$ cat config.mk
export PLATFORM = sky130hd
export DESIGN_NAME = multicycle_control_fsm
export DESIGN_NICKNAME = d
export VERILOG_FILES = /design/src/rtl/multicycle_control_fsm.sv
export SDC_FILE = /design/constraint.sdc
export NUM_CORES = 1
export LEC_CHECK = 0
export BUFFER_PORTS_ARGS = -buffer_cell sky130_fd_sc_hd__buf_2
export CAP_MARGIN = 20
export CORE_AREA = 4 4 50 52
export CTS_CLUSTER_SIZE = 30
export DETAILED_ROUTE_END_ITERATION = 6
export DIE_AREA = 0 0 54 56
export GPL_ROUTABILITY_DRIVEN = 0
export HOLD_SLACK_MARGIN = 0.06
export MAX_ROUTING_LAYER = met4
export PLACE_DENSITY = 0.68
export SETUP_SLACK_MARGIN = 0.2
export SYNTH_ARGS = -nofsm -noshare
export SYNTH_HDL_FRONTEND = slang
export SYNTH_SLANG_ARGS = --single-unit
$ cat constraint.sdc
create_clock -name clk -period 1.5 [get_ports clk]
set_clock_uncertainty 0.15 [all_clocks]
set_input_delay 0.3 -clock clk [delete_from_list [all_inputs] [get_ports clk]]
set_output_delay 0.3 -clock clk [all_outputs]
set_load 0.01 [all_outputs]
$ cat src/rtl/multicycle_control_fsm.sv
// Main control FSM of the multicycle RV32I-subset datapath (R/I-type ALU, LUI, LW, SW).
// Optional retired-instruction counter enabled by defining PERF_COUNT_EN.
module multicycle_control_fsm #(
    parameter int unsigned MEM_TIMEOUT = 255
) (
    input  logic        clk,
    input  logic        reset,
    input  logic [6:0]  opcode_i,
    input  logic        mem_ready_i,
    output logic        mem_req_o,
    output logic        mem_write_o,
    output logic        i_or_d_o,
    output logic        ir_write_o,
    output logic        pc_write_o,
    output logic        reg_write_o,
    output logic        mem_to_reg_o,
    output logic [1:0]  alu_src_a_o,
    output logic [1:0]  alu_src_b_o,
    output logic [2:0]  alu_op_o,
    output logic        illegal_o,
`ifdef PERF_COUNT_EN
    output logic [31:0] instr_count_o,
`endif
    output logic [3:0]  state_o
);

    typedef enum logic [3:0] {
        S_FETCH    = 4'd0,
        S_DECODE   = 4'd1,
        S_EXEC_R   = 4'd2,
        S_EXEC_I   = 4'd3,
        S_EXEC_LUI = 4'd4,
        S_MEM_ADDR = 4'd5,
        S_MEM_RD   = 4'd6,
        S_MEM_WR   = 4'd7,
        S_WB_ALU   = 4'd8,
        S_WB_MEM   = 4'd9,
        S_TRAP     = 4'd15
    } state_t;

    localparam logic [6:0] OP_R    = 7'b0110011;
    localparam logic [6:0] OP_I    = 7'b0010011;
    localparam logic [6:0] OP_LUI  = 7'b0110111;
    localparam logic [6:0] OP_LOAD = 7'b0000011;
    localparam logic [6:0] OP_STORE = 7'b0100011;
    localparam logic [7:0] TIMEOUT_C = MEM_TIMEOUT[7:0];

    state_t      state_r;
    state_t      state_next_s;
    logic [7:0]  wait_r;
    logic        illegal_r;
    logic        mem_state_s;
    logic        timeout_s;

    assign mem_state_s = (state_r == S_FETCH) || (state_r == S_MEM_RD) || (state_r == S_MEM_WR);
    assign timeout_s   = (wait_r == TIMEOUT_C) && !mem_ready_i;

    // State register
    always_ff @(posedge clk) begin
        if (reset) begin
            state_r <= S_FETCH;
        end else begin
            state_r <= state_next_s;
        end
    end

    // Memory wait counter: runs while a memory state is stalled, zero otherwise
    always_ff @(posedge clk) begin
        if (reset) begin
            wait_r <= 8'd0;
        end else if (mem_state_s && !mem_ready_i) begin
            wait_r <= wait_r + 8'd1;
        end else begin
            wait_r <= 8'd0;
        end
    end

    // Sticky trap flag
    always_ff @(posedge clk) begin
        if (reset) begin
            illegal_r <= 1'b0;
        end else if (state_next_s == S_TRAP) begin
            illegal_r <= 1'b1;
        end else begin
            illegal_r <= illegal_r;
        end
    end

    // Next-state logic; ready in the timeout cycle still completes normally
    always_comb begin
        state_next_s = state_r;
        case (state_r)
            S_FETCH: begin
                if (mem_ready_i)    state_next_s = S_DECODE;
                else if (timeout_s) state_next_s = S_TRAP;
                else                state_next_s = S_FETCH;
            end
            S_DECODE: begin
                case (opcode_i)
                    OP_R:              state_next_s = S_EXEC_R;
                    OP_I:              state_next_s = S_EXEC_I;
                    OP_LUI:            state_next_s = S_EXEC_LUI;
                    OP_LOAD, OP_STORE: state_next_s = S_MEM_ADDR;
                    default:           state_next_s = S_TRAP;
                endcase
            end
            S_EXEC_R, S_EXEC_I, S_EXEC_LUI: state_next_s = S_WB_ALU;
            S_MEM_ADDR: begin
                if (opcode_i == OP_LOAD) state_next_s = S_MEM_RD;
                else                     state_next_s = S_MEM_WR;
            end
            S_MEM_RD: begin
                if (mem_ready_i)    state_next_s = S_WB_MEM;
                else if (timeout_s) state_next_s = S_TRAP;
                else                state_next_s = S_MEM_RD;
            end
            S_MEM_WR: begin
                if (mem_ready_i)    state_next_s = S_FETCH;
                else if (timeout_s) state_next_s = S_TRAP;
                else                state_next_s = S_MEM_WR;
            end
            S_WB_ALU, S_WB_MEM: state_next_s = S_FETCH;
            default:            state_next_s = S_TRAP;
        endcase
    end

    // Output decode from state; everything held low while reset is asserted
    always_comb begin
        mem_req_o    = 1'b0;
        mem_write_o  = 1'b0;
        i_or_d_o     = 1'b0;
        ir_write_o   = 1'b0;
        pc_write_o   = 1'b0;
        reg_write_o  = 1'b0;
        mem_to_reg_o = 1'b0;
        alu_src_a_o  = 2'b00;
        alu_src_b_o  = 2'b00;
        alu_op_o     = 3'b000;
        illegal_o    = 1'b0;
        state_o      = 4'd0;
        if (reset) begin
            state_o = 4'd0;
        end else begin
            state_o   = state_r;
            illegal_o = illegal_r;
            case (state_r)
                S_FETCH: begin
                    mem_req_o   = 1'b1;
                    alu_src_b_o = 2'b01;
                    alu_op_o    = 3'b011;
                    ir_write_o  = mem_ready_i;
                    pc_write_o  = mem_ready_i;
                end
                S_EXEC_R: begin
                    alu_src_a_o = 2'b01;
                    alu_src_b_o = 2'b00;
                    alu_op_o    = 3'b000;
                end
                S_EXEC_I: begin
                    alu_src_a_o = 2'b01;
                    alu_src_b_o = 2'b10;
                    alu_op_o    = 3'b001;
                end
                S_EXEC_LUI: begin
                    alu_src_b_o = 2'b10;
                    alu_op_o    = 3'b010;
                end
                S_MEM_ADDR: begin
                    alu_src_a_o = 2'b01;
                    alu_src_b_o = 2'b10;
                    alu_op_o    = 3'b011;
                end
                S_MEM_RD: begin
                    mem_req_o = 1'b1;
                    i_or_d_o  = 1'b1;
                end
                S_MEM_WR: begin
                    mem_req_o   = 1'b1;
                    mem_write_o = 1'b1;
                    i_or_d_o    = 1'b1;
                end
                S_WB_ALU: reg_write_o = 1'b1;
                S_WB_MEM: begin
                    reg_write_o  = 1'b1;
                    mem_to_reg_o = 1'b1;
                end
                default: alu_op_o = 3'b000;
            endcase
        end
    end

`ifdef PERF_COUNT_EN
    logic [31:0] count_r;
    logic        retire_s;

    assign retire_s = (state_r == S_WB_ALU) || (state_r == S_WB_MEM) ||
                      ((state_r == S_MEM_WR) && mem_ready_i);

    // Retired-instruction counter, wraps naturally
    always_ff @(posedge clk) begin
        if (reset) begin
            count_r <= 32'd0;
        end else if (retire_s) begin
            count_r <= count_r + 32'd1;
        end else begin
            count_r <= count_r;
        end
    end

    assign instr_count_o = reset ? 32'd0 : count_r;
`endif

endmodule

==> impl_metrics.tcl <==
set metrics [dict create \
    fin_setup_tns_ps -4180 \
    critical_path.endpoint_type "output pin" \
    rsz0062_at_grt "true" \
    grt_total_usage 0.213 \
    routed_wire_length_per_instance_um 15.2 \
    total_of_buffers_placed_on_input_and_output_ports 26 \
    synth.yosys.seq_area_share 0.304 \
    number_of_hold_repair_buffers_added_at_the_cts_stage 0 \
    synth.yosys.warnings 0 \
    layout.filler_cells 138 \
    report.final.hold_viol_count 0 \
    nNetsFinal 184 \
    cts.path.max_buffers 2 \
    synth-adder-area-share 0.0146 \
    leading_cell_types_in_the_layout_fill_and_taps_excluded "28 x buf_4, 19 x buf_2, 18 x buf_6" \
    seqPwrFrac 0.212 \
    violations_in_the_final_reports "negative setup slack" \
    dpl.hpwl_um 1760 \
    crit_path_leading_delay_family "simple AND/OR/NAND/NOR gates" \
    grt_max_degree 10 \
    timing.hold.worst.class "in -> reg" \
    synth-edff-count 0 \
    power.total_mw 2.45 \
    area_growth_syn_to_layout_pct 93.3 \
    sw_frac_of_total 0.398 \
    crit_type "reg -> out" \
    whs_ps 329 \
    cts-htree-levels 1 \
    clock_latency_ps 280 \
    die_h_um 56 \
    ys_seq_elements 13 \
    post_drt_via_cell_ratio 5.15 \
    run_status "finished with violations" \
    die_area_sq_um 3020 \
    worst_path_max_delay_cell "or3_4" \
    floorplan.rows 17 \
    initial_antenna_violation_count 0 \
    timing.final.ws_setup_ps -307 \
    total_vias_in_the_final_route 1029 \
    floorplan.initialDensity 0.407 \
    cts_root_buffer "clkbuf_4" \
    p_per_area_nw_per_um2 1480 \
    tritoncts "yes" \
    drt-total-wl_um 3030 \
    first_global_vias 1057 \
    area_of_the_mapped_netlist_sq_um 857 \
    largest_family_of_logic_cells_by_synthesized_area "simple AND/OR/NAND/NOR gates" \
    detailedRoute.firstPassIterationCount 4 \
    io_pins 29 \
    grt_pass1_wl_um 4730 \
    power.clock.fraction 0.090 \
    critical-path-max-stage-delay_ps 410 \
    vdd_drop_max_v 0.00104 \
    drc_errors 0 \
    setup_violations 27 \
    cp_cell_sequence "or3_4 > nor3_4 > buf_2" \
    final_worst_path_period_need_ps 1810 \
    finalCritPeriodShare 1.20 \
    critical_path_arrival_ps 1360 \
    post_synth_inst_count 110 \
    crit_path_max_fanout 5 \
    ant_nets 0 \
    timing.critical_path.buf_inv 1 \
    gr-total-overflow 0 \
    combPwrFrac 0.698 \
    cts.clk_slew.worst_paths_ps 70 \
    critical_path_required_ps 1050 \
    asyncSetResetFlopFracSynth 0 \
    yosys_most_used_dff "dfxtp_1" \
    fmax_mhz 553 \
    n_antenna_cell 0 \
    crit_path_start_kind "flop" \
    int_power_mw 1.47 \
    cts-buffers-inserted 3 \
    clock_sink_count 13 \
    die_width_um 54 \
    coreArea_sq_um 2110 \
    xor_xnor_fraction_of_synth_area 0.0715 \
    max_cap_viol_count 0 \
    synth.lib_cells_used.distinct 39 \
    switching_power_uw 975 \
    avgSynthCellArea_sq_um 7.79 \
    drt-initial-drc-count 16 \
    drive_above_1_share 0.669 \
    synth-compound-area-share 0.197 \
    layout.cells.most_common "buf_4" \
    cellLeakagePower_nw 0.691 \
    slew_violations 0 \
    synthSimpleGateAreaFrac 0.340 \
    synth_mux_area_frac 0 \
]
-- final cells by class --
class                      instances  area, sq um  area share
multi-input combinational         86          777       0.469
timing repair buffer              66          528       0.319
sequential                        13          279       0.168
tap                               28         35.0      0.0211
clock buffer                       4         26.3      0.0159
inverter                           3         11.3     0.00680
-- per-stage QoR --
stage | cell area, sq um | setup WS, ps | utilization | instances
final | 1660 | -307 | 0.787 | 200
after global placement | 1260 | -89.3 | 0.600 | 184
after global routing | 1660 | -354 | 0.787 | 200
after CTS | 1510 | -294 | 0.719 | 197
after floorplan | 972 | -94.2 | - | 111
after detailed placement | 1260 | -128 | 0.600 | 184
-- sequential cells by signal (all words and copies together) (netlist names) --
signal     cells
state_r        4
wait_r         8
illegal_r      1
-- power by group through the flow --
stage	clock, mW	sequential, mW	combinational, mW
after floorplan	0	0.477	0.756
after global placement	0	0.499	1.10
after detailed placement	0	0.504	1.13
after CTS	0.223	0.502	1.45
after global routing	0.250	0.525	1.83
final	0.220	0.520	1.71
-- logic make-up (layout without fill, tap and decap cells) --
logic type,count (synthesis),count (layout)
flip-flops,13,13
adder cells (fa/ha/maj),1,1
other,1,2
AND/OR/NAND/NOR,53,53
XOR/XNOR,7,7
buffers and inverters,12,73
AO/OA/AOI/OAI,23,23
-- final timing paths --
kind,from,endpoint,slack [ps],cells past startpoint
min,opcode_i[4],state_r[2]$_SDFF_PP0_,330,4
min reg2reg,illegal_r$_SDFFE_PP0N_,illegal_r$_SDFFE_PP0N_,350,2
max reg2reg,state_r[0]$_SDFF_PP0_,illegal_r$_SDFFE_PP0N_,-270,5
max,state_r[2]$_SDFF_PP0_,ir_write_o,-310,3
-- per-layer routing --
layer / share of wire / up-vias / global-route usage
met3: 0.050 / 8 / 0.0643
met5: 0 / - / -
met1: 0.41 / 485 / 0.258
li1: - / 503 / -
met4: 0.027 / 0 / 0.0569
met2: 0.51 / 33 / 0.336
-- worst reg2reg max path: stages, from the launching register on --
cell,delay (ps)
dfxtp_4,350
buf_4,150
or4_4,530
o211ai_1,170
a2111oi_4,130
o31ai_2,210
-- synth_stat cells, types with 3 or more instances --
library cell,number,share of area
nor2_1,17,0.074
dfxtp_1,13,0.30
nor2b_1,8,0.058
nand2_1,7,0.031
a21oi_1,5,0.029
clkbuf_1,4,0.018
nor3_1,4,0.023
xnor2_1,4,0.041
buf_4,3,0.026
inv_1,3,0.013
nand3_1,3,0.018
o21a_1,3,0.026
xor2_1,3,0.031
-- repair_timing --
item	in CTS	in global routing
pin swaps	19	8
endpoints found under the setup margin	30	30
gates resized for setup	39	21
gates cloned	0	0
buffers inserted	9	3
Note: power is estimated with default switching activity, not from simulation.
